### src/rtl/hart_scheduler.sv
// Quantum-based round-robin owner selection for the shared memory/MMU port.
// Switches only at owner-declared safe points while the controller is in CPU mode.
module hart_scheduler #(
  parameter int unsigned N_HARTS       = 2,
  parameter int unsigned QUANTUM       = 16,
  parameter int unsigned DRAIN_TIMEOUT = 1024,
  localparam int unsigned SW           = (N_HARTS > 1) ? $clog2(N_HARTS) : 1
) (
  input  logic               CLK,
  input  logic               RST,
  input  logic               w_mode_is_cpu,
  input  logic               w_next_mode_is_mc,
  input  logic [N_HARTS-1:0] w_hart_active,
  input  logic [N_HARTS-1:0] w_hart_safe,
  input  logic [N_HARTS-1:0] w_hart_tick,
  output logic [SW-1:0]      r_hart_sel,
  output logic [N_HARTS-1:0] w_grant,
  output logic               w_hold,
  output logic               r_switch,
  output logic               r_drain_timeout
);

  localparam int unsigned CW = $clog2(QUANTUM + 1);
  localparam int unsigned DW = $clog2(DRAIN_TIMEOUT + 1);
  localparam logic [CW-1:0] QMax = CW'(QUANTUM);
  localparam logic [DW-1:0] DMax = DW'(DRAIN_TIMEOUT);

  localparam logic [1:0] StRun    = 2'd0;
  localparam logic [1:0] StDrain  = 2'd1;
  localparam logic [1:0] StSwitch = 2'd2;

  logic [1:0]         state_q, state_d;
  logic [SW-1:0]      sel_q, sel_d, next_sel, idx;
  logic [CW-1:0]      cnt_q, cnt_d, cnt_inc;
  logic [DW-1:0]      dcnt_q, dcnt_d, dcnt_inc;
  logic               switch_q, switch_d;
  logic               timeout_q, timeout_d;
  logic [N_HARTS-1:0] grant;
  logic               other, owner_active, owner_tick, owner_safe, may_switch;

  always_comb begin
    grant        = '0;
    grant[sel_q] = 1'b1;
  end

  // Owner bits are picked through the grant mask so no variable index is needed.
  assign other        = |(w_hart_active & ~grant);
  assign owner_active = |(w_hart_active & grant);
  assign owner_tick   = |(w_hart_tick & grant);
  assign owner_safe   = |(w_hart_safe & grant);
  assign may_switch   = owner_safe && w_mode_is_cpu && !w_next_mode_is_mc && other;

  // Scan downward so the nearest active hart after the owner wins.
  always_comb begin
    next_sel = sel_q;
    idx      = sel_q;
    for (int k = int'(N_HARTS) - 1; k >= 1; k--) begin
      idx = SW'((int'(sel_q) + k) % int'(N_HARTS));
      if (w_hart_active[idx]) next_sel = idx;
    end
  end

  always_comb begin
    state_d   = state_q;
    sel_d     = sel_q;
    cnt_d     = cnt_q;
    dcnt_d    = dcnt_q;
    switch_d  = 1'b0;
    timeout_d = timeout_q;
    cnt_inc   = (owner_tick && cnt_q != QMax) ? cnt_q + CW'(1) : cnt_q;
    dcnt_inc  = (dcnt_q != DMax) ? dcnt_q + DW'(1) : dcnt_q;
    case (state_q)
      StRun: begin
        cnt_d = cnt_inc;
        if ((cnt_inc == QMax || !owner_active) && other) state_d = StDrain;
      end
      StDrain: begin
        if (!other) begin
          state_d = StRun;
          dcnt_d  = '0;
        end else begin
          dcnt_d = dcnt_inc;
          if (dcnt_inc == DMax) timeout_d = 1'b1;
          if (may_switch) begin
            state_d  = StSwitch;
            sel_d    = next_sel;
            switch_d = 1'b1;
          end
        end
      end
      StSwitch: begin
        state_d = StRun;
        cnt_d   = '0;
        dcnt_d  = '0;
      end
      default: state_d = StRun;
    endcase
  end

  always_ff @(posedge CLK or posedge RST) begin
    if (RST) begin
      state_q   <= StRun;
      sel_q     <= '0;
      cnt_q     <= '0;
      dcnt_q    <= '0;
      switch_q  <= 1'b0;
      timeout_q <= 1'b0;
    end else begin
      state_q   <= state_d;
      sel_q     <= sel_d;
      cnt_q     <= cnt_d;
      dcnt_q    <= dcnt_d;
      switch_q  <= switch_d;
      timeout_q <= timeout_d;
    end
  end

  assign r_hart_sel      = sel_q;
  assign w_grant         = grant;
  assign w_hold          = (state_q == StSwitch);
  assign r_switch        = switch_q;
  assign r_drain_timeout = timeout_q;

endmodule

### config.mk
export PLATFORM = sky130hd
export DESIGN_NAME = hart_scheduler
export DESIGN_NICKNAME = d
export VERILOG_FILES = /design/src/rtl/hart_scheduler.sv
export SDC_FILE = /design/constraint.sdc
export NUM_CORES = 1
export LEC_CHECK = 0
export ABC_AREA = 1
export BUFFER_PORTS_ARGS = -buffer_cell sky130_fd_sc_hd__buf_2
export CORE_MARGIN = 2
export CORE_UTILIZATION = 55
export DETAILED_ROUTE_END_ITERATION = 10
export HOLD_SLACK_MARGIN = 0.02
export PLACE_DENSITY = 0.75
export SETUP_SLACK_MARGIN = 0.02
export SLEW_MARGIN = 10
export SYNTH_ARGS = -nofsm -noshare
export SYNTH_HDL_FRONTEND = slang
export SYNTH_SLANG_ARGS = --single-unit
export TNS_END_PERCENT = 1
### constraint.sdc
create_clock -name CLK -period 1.9 [get_ports CLK]
set_input_delay 0.475 -clock CLK [delete_from_list [all_inputs] [get_ports CLK]]
set_output_delay 0.475 -clock CLK [all_outputs]
set_load 0.01 [all_outputs]
==> run summary, run 1 <==
Syn Area/Cell: 7.32 µm²
Total Neg Setup Slack: 0 ps
Vias/cell: 5.50
# setup viols final: 0
Yosys top cell area share: 35.5%
Final Cycle Share: 90.3%
Ranking of synthesized cells by area: dfrtp_1 36%, nand2_1 12%, inv_1 7.6%, nand3_1 6.8%, ha_1 5.9%
Post-synth EDFFs: 0
Wirelength per Cell: 12.8 µm
Synth Instances: 202
Power consumption: 2.04 mW
CTS clk-pin slew, worst paths: 130 ps
Slew Limit Fails: 0
Total Routing Usage GR: 21.5%
Sequential area share after synthesis: 35.5%
Clock tree from TritonCTS: done
Post-route cell area: 0.00165 mm²
Synthesized area: 0.00148 mm²
CTS buffer count: 3
Synth Register Bits: 21
First-pass GRT wire length: 5.37 mm
Antenna Nets Post-Route: 0
Leading area contributor after synthesis: dfrtp_1
Sink Count: 21
Status: finished clean
1st-pass router iterations: 4
Post-synthesis async set-or-reset flop share: 100%
RSZ-0062 raised after global routing: true
Yosys cell types: 27
Highest Clock Rate: 583 MHz
Power Dens Cells: 1240 mW/mm²
Leakage: 0.801 nW
Post-synth top flop: dfrtp_1
CP startpoint kind: register
Chip width: 55.9 µm
GRT overflow: 0
# rows: 18
Clock Tree Root: clkbuf_4
Worst slew margin: 74.6%
Iteration-0 DRC Markers: 58
CP arrival: 1980 ps
Worst Hold Class: in -> async
Ports: 16
Max Clock Skew: 5.89 ps
Crit path required time: 2160 ps
Clock latency on the worst-skew pair: 320 ps
Die Y: 55.9 µm
H-tree depth: 1
Worst-Margin Slew: 378 ps
Post-DP Area: 0.00158 mm²
Mapped Nets: 219
Yosys warns: 0
Proportion of layout cells with a drive suffix above 1: 23.6%
Peak VDD IR: 886 µV
Final GP Congestion: 0.853
Max-cap violations: 0
Top-count cell post-synth: nand2_1
Vias in the first global route: 1298
Crit end category: register
Fin crit period: 1720 ps
Post-CTS Hold Buffers: 0
Longest Clk Path Bufs: 2
Final Hold Vio Count: 0
Routed WL: 3.20 mm
# nets final: 238
Most frequent cells after synthesis: 48 x nand2_1, 30 x inv_1, 21 x dfrtp_1, 20 x nand3_1, 12 x nor2_1
Residual DRC: 0
Via count: 1374
Core area: 0.00252 mm²
Crit path kind: reg -> reg
Starting Density: 58.6%
Syn-to-layout area delta: 11.5%
# diodes: 0
I/O Buffers: 15
FF-to-FF path depth: 8
Pin count of the biggest net entering global routing: 22
DP Wirelength: 2.40 mm
Initial antenna violation count: 0
Die area: 0.00312 mm²
Critical Path Fanout Max: 4
## timing repair
| action | CTS | global route |
|---|---|---|
| setup endpoints to repair | 0 | 3 |
| setup buffers | 0 | 2 |
| gates resized for setup | 0 | 10 |
## cells by family (layout without fill, tap and decap cells)
logic type                 Yosys count  after routing  share of synthesized area (%)
and+or+nand+nor                    108            108                           35.5
buffers and inverters               40             58                           11.2
DFF                                 21             21                           35.5
AOI/OAI and AO/OA                   19             19                           7.70
adders and majority gates            7              7                           5.92
xor gates and xnor gates             7              7                           4.15
## where the power goes
group	total, mW	leakage [nW]	internal, mW	switching (mW)
clock	0.238	0.0177	0.0790	0.159
sequential	0.665	0.282	0.547	0.118
combinational	1.14	0.501	0.441	0.699
total	2.04	0.801	1.07	0.976
## through the flow
stage               cells  hold slack [ps]  setup WS (ps)  util (%)
global placement      244              460            249      62.5
global route          250              196           20.0      65.4
finish                250              161            185      65.4
detailed placement    244              471            143      62.5
CTS                   248              164            119      63.6
floorplan             202              452            328         -
## final timing paths
kind                                        start  slack (ps)         endpoint
max in group asynchronous                     RST        1520         cnt_q[2]
worst min register to register    r_drain_timeout         490  r_drain_timeout
worst max register to register          dcnt_q[0]         180  r_drain_timeout
worst max-delay path                    dcnt_q[0]         180  r_drain_timeout
min in group CLK                w_next_mode_is_mc         460         r_switch
worst min-delay path                          RST         160        dcnt_q[1]
## state kept, by name (all words and copies together), names as in the netlist
signal / count
dcnt_q: 11
cnt_q: 5
state_q: 2
r_drain_timeout: 1
r_hart_sel: 1
r_switch: 1
## layout make-up
| cell class | instances | area, µm² |
|---|---|---|
| flip-flops and latches | 21 | 526 |
| clock inverters | 1 | 5.00 |
| clock buffers | 3 | 22.5 |
| repair buffers | 20 | 113 |
| inverters | 34 | 128 |
| well taps | 30 | 37.5 |
| multi-input cells | 141 | 818 |
| fillers | 220 | 873 |
## critical path, cell delays in order, from the launching register on
cell	delay, ps
dfrtp_1	430
inv_1	130
ha_1	170
nand4_1	120
nor3_1	330
a21oi_1	110
nor2_1	130
nand4_1	90
o21bai_1	140
## layer usage
layer  wire [µm]  vias up  GRT usage, %
met1        1500      641          29.3
met5           0        -             0
met2        1470       46          34.0
met4          64        0          9.52
met3         163        9          3.26
li1            -      678             -
## cells in the final DEF (no fill, tap or decap)
master	n
a21oi_1	2
and2_1	1
buf_2	15
buf_4	5
clkbuf_4	3
clkinv_2	1
dfrtp_1	21
ha_1	5
ha_2	1
ha_4	1
inv_1	27
inv_2	7
nand2_1	47
nand2_2	10
nand2_4	2
nand2_8	1
nand3_1	19
nand3_2	1
nand3b_1	2
nand4_1	5
nor2_1	11
nor2_2	3
nor3_1	3
nor3b_1	1
nor4_2	1
o21ai_0	5
o21bai_1	1
o22ai_1	10
o32ai_1	1
or2_2	1
xor2_1	7
Note: power is estimated with default switching activity, not from simulation.
==> run 2: changes to the inputs <==
- PLACE_DENSITY: 0.75 -> 0.83
- RECOVER_POWER: unset -> 25
- SKIP_CTS_REPAIR_TIMING: unset -> 1
==> run summary, run 2 (synthesis gave the netlist of run 1 again) <==
Leakage: 0.811 nW (+1.3%)
Worst slew margin: 23.8% (-51 points)
Max Clock Skew: 5.51 ps (-0.378 ps)
Power Dens Cells: 1230 mW/mm² (-0.38%)
CP Launch Point: cnt_q[0]
Wirelength per Cell: 11.9 µm (-6.6%)
CTS clk-pin slew, worst paths: 120 ps (about the same)
# placed instances: 244 (unchanged)
Worst hold start: w_next_mode_is_mc
Starting Density: 58.6% (unchanged)
Fin crit period: 1770 ps (+56.8 ps)
Post-DP Area: 0.00158 mm² (unchanged)
Final Cycle Share: 93.3% (+3.0 points)
Residual DRC: 0 (unchanged)
Worst-path cell chain: buf_4 -> ha_1 -> inv_1 -> nand2_1 -> nand2_1 -> nand3_1 -> nand2_2 -> nor2_2 -> nand3_1 -> nand2_1 -> nand2_1 -> nand2_2 -> nand2_2 -> nand2_1 -> nand2_1
Via count: 1352 (-1.6%)
Worst path max stage delay: 470 ps (+40 ps)
Final GP Congestion: 0.890 (+4.3%)
Routed WL: 3.02 mm (-5.5%)
Total Routing Usage GR: 20.7% (-0.79 points)
Biggest regs: dcnt_q (11), cnt_q (5), state_q (2)
Sink Count: 21 (unchanged)
I/O Buffers: 15 (unchanged)
H-tree depth: 1 (unchanged)
Slew Limit Fails: 0 (unchanged)
Syn-to-layout area delta: 13.0%
Final Util: 66.3% (+0.89 points)
Iteration-0 DRC Markers: 40 (-31%)
Chip width: 55.9 µm (unchanged)
Critical Path Fanout Max: 4 (unchanged)
Crit end category: register
GRT overflow: 0 (unchanged)
Commonest cells after routing, fill and taps aside: 43 x nand2_1, 28 x inv_1, 21 x dfrtp_1
Commonest non-fill, non-tap cell in the layout: nand2_1
Die Y: 55.9 µm (unchanged)
Peak VDD IR: 999 µV (+13%)
# diodes: 0 (unchanged)
Pin count of the biggest net entering global routing: 22 (unchanged)
Biggest register: dcnt_q
Highest Clock Rate: 564 MHz (-3.2%)
Crit path kind: reg -> reg
RR Startpoint: cnt_q[0]
Antenna Nets Post-Route: 0 (unchanged)
Clock tree from TritonCTS: done
# nets final: 241 (+1.3%)
Hold slack: 475 ps (+314 ps)
Final Hold Vio Count: 0 (unchanged)
Top cell by count, worst path: nand2_1
Total Neg Setup Slack: 0 ps (unchanged)
Max reg flops: 11 (unchanged)
Core area: 0.00252 mm² (unchanged)
Vias in the first global route: 1285 (-1.0%)
Proportion of layout cells with a drive suffix above 1: 24.2% (+0.58 points)
1st-pass router iterations: 4 (unchanged)
# rows: 18 (unchanged)
CP arrival: 1980 ps (about the same)
Initial antenna violation count: 0 (unchanged)
CTS buffer count: 3 (unchanged)
Die area: 0.00312 mm² (unchanged)
Max-cap violations: 0 (unchanged)
Clock latency on the worst-skew pair: 300 ps (-20 ps)
Vias/cell: 5.34 (-2.8%)
First-pass GRT wire length: 5.31 mm (-1.2%)
CP startpoint kind: register
Highest-delay cell along the critical path: dfrtp_1
DP Wirelength: 2.18 mm (-9.2%)
Longest Clk Path Bufs: 2 (unchanged)
Non-filler cells, final: 253 (+1.2%)
Worst Hold Class: in -> reg
Crit path required time: 2110 ps (-50 ps)
Clock Tree Root: clkbuf_4
Status: finished clean
# setup viols final: 0 (unchanged)
Worst-Margin Slew: 1140 ps (+766 ps)
Ports: 16 (unchanged)
Post-route cell area: 0.00167 mm² (+1.4%)
==> run 2: cell types whose count changed in the layout (fill, tap and decap cells not counted), moves of 2 or more <==
cell      previous run  this run
nand2_1             47        43
buf_4                5         7
clkbuf_1             0         2
inv_2                7         5
nand2_2             10        14
==> run 2: worst paths after layout <==
| kind | endpoint | slack, ps | cells after the start |
|---|---|---|---|
| max | state_q[1] | 130 | 15 |
| min | r_switch | 480 | 3 |
| max reg2reg | state_q[1] | 130 | 15 |
| min reg2reg | r_drain_timeout | 490 | 1 |
| max in group asynchronous | dcnt_q[4] | 710 | 3 |
| min in group asynchronous | r_hart_sel | 510 | 3 |
==> run 2: metal layers <==
layer	track usage, %	part of all wire (%)	wire length [µm]	vias up
li1	-	-	-	690
met1	28.8	47	1430	619
met2	33.7	47	1410	37
met3	3.02	4.5	135	6
met4	6.12	1.6	49	0
met5	0	0	0	-
==> run 2: metrics by stage <==
stage          power (mW)  worst slack, ps
3_5_place_dp         1.68              155
3_3_place_gp         1.66              235
2_1_floorplan        1.49              328
6_report             2.06              128
5_1_grt              2.26            -14.9
4_1_cts              1.90              130
==> run 2: worst max-delay path: cells and delay by family (launching register included) <==
kind          cells  cell delay, ps
fa+ha+maj         1             210
simple gates     12             780
flops             1             470
buf+inv           2             220
==> run 2: cell type report <==
type	instances	area (µm²)
Sequential cell	21	526
Tap cell	30	37.5
Inverter	34	130
Fill cell	218	851
Timing Repair Buffer	23	131
Multi-Input combinational cell	141	821
Clock buffer	4	26.3
==> run 2: where the power goes <==
group | internal, mW | switching [mW] | leakage [nW]
logic | 0.479 | 0.696 | 0.514
registers | 0.547 | 0.126 | 0.282
clock network | 0.0818 | 0.134 | 0.0150
total | 1.11 | 0.956 | 0.811
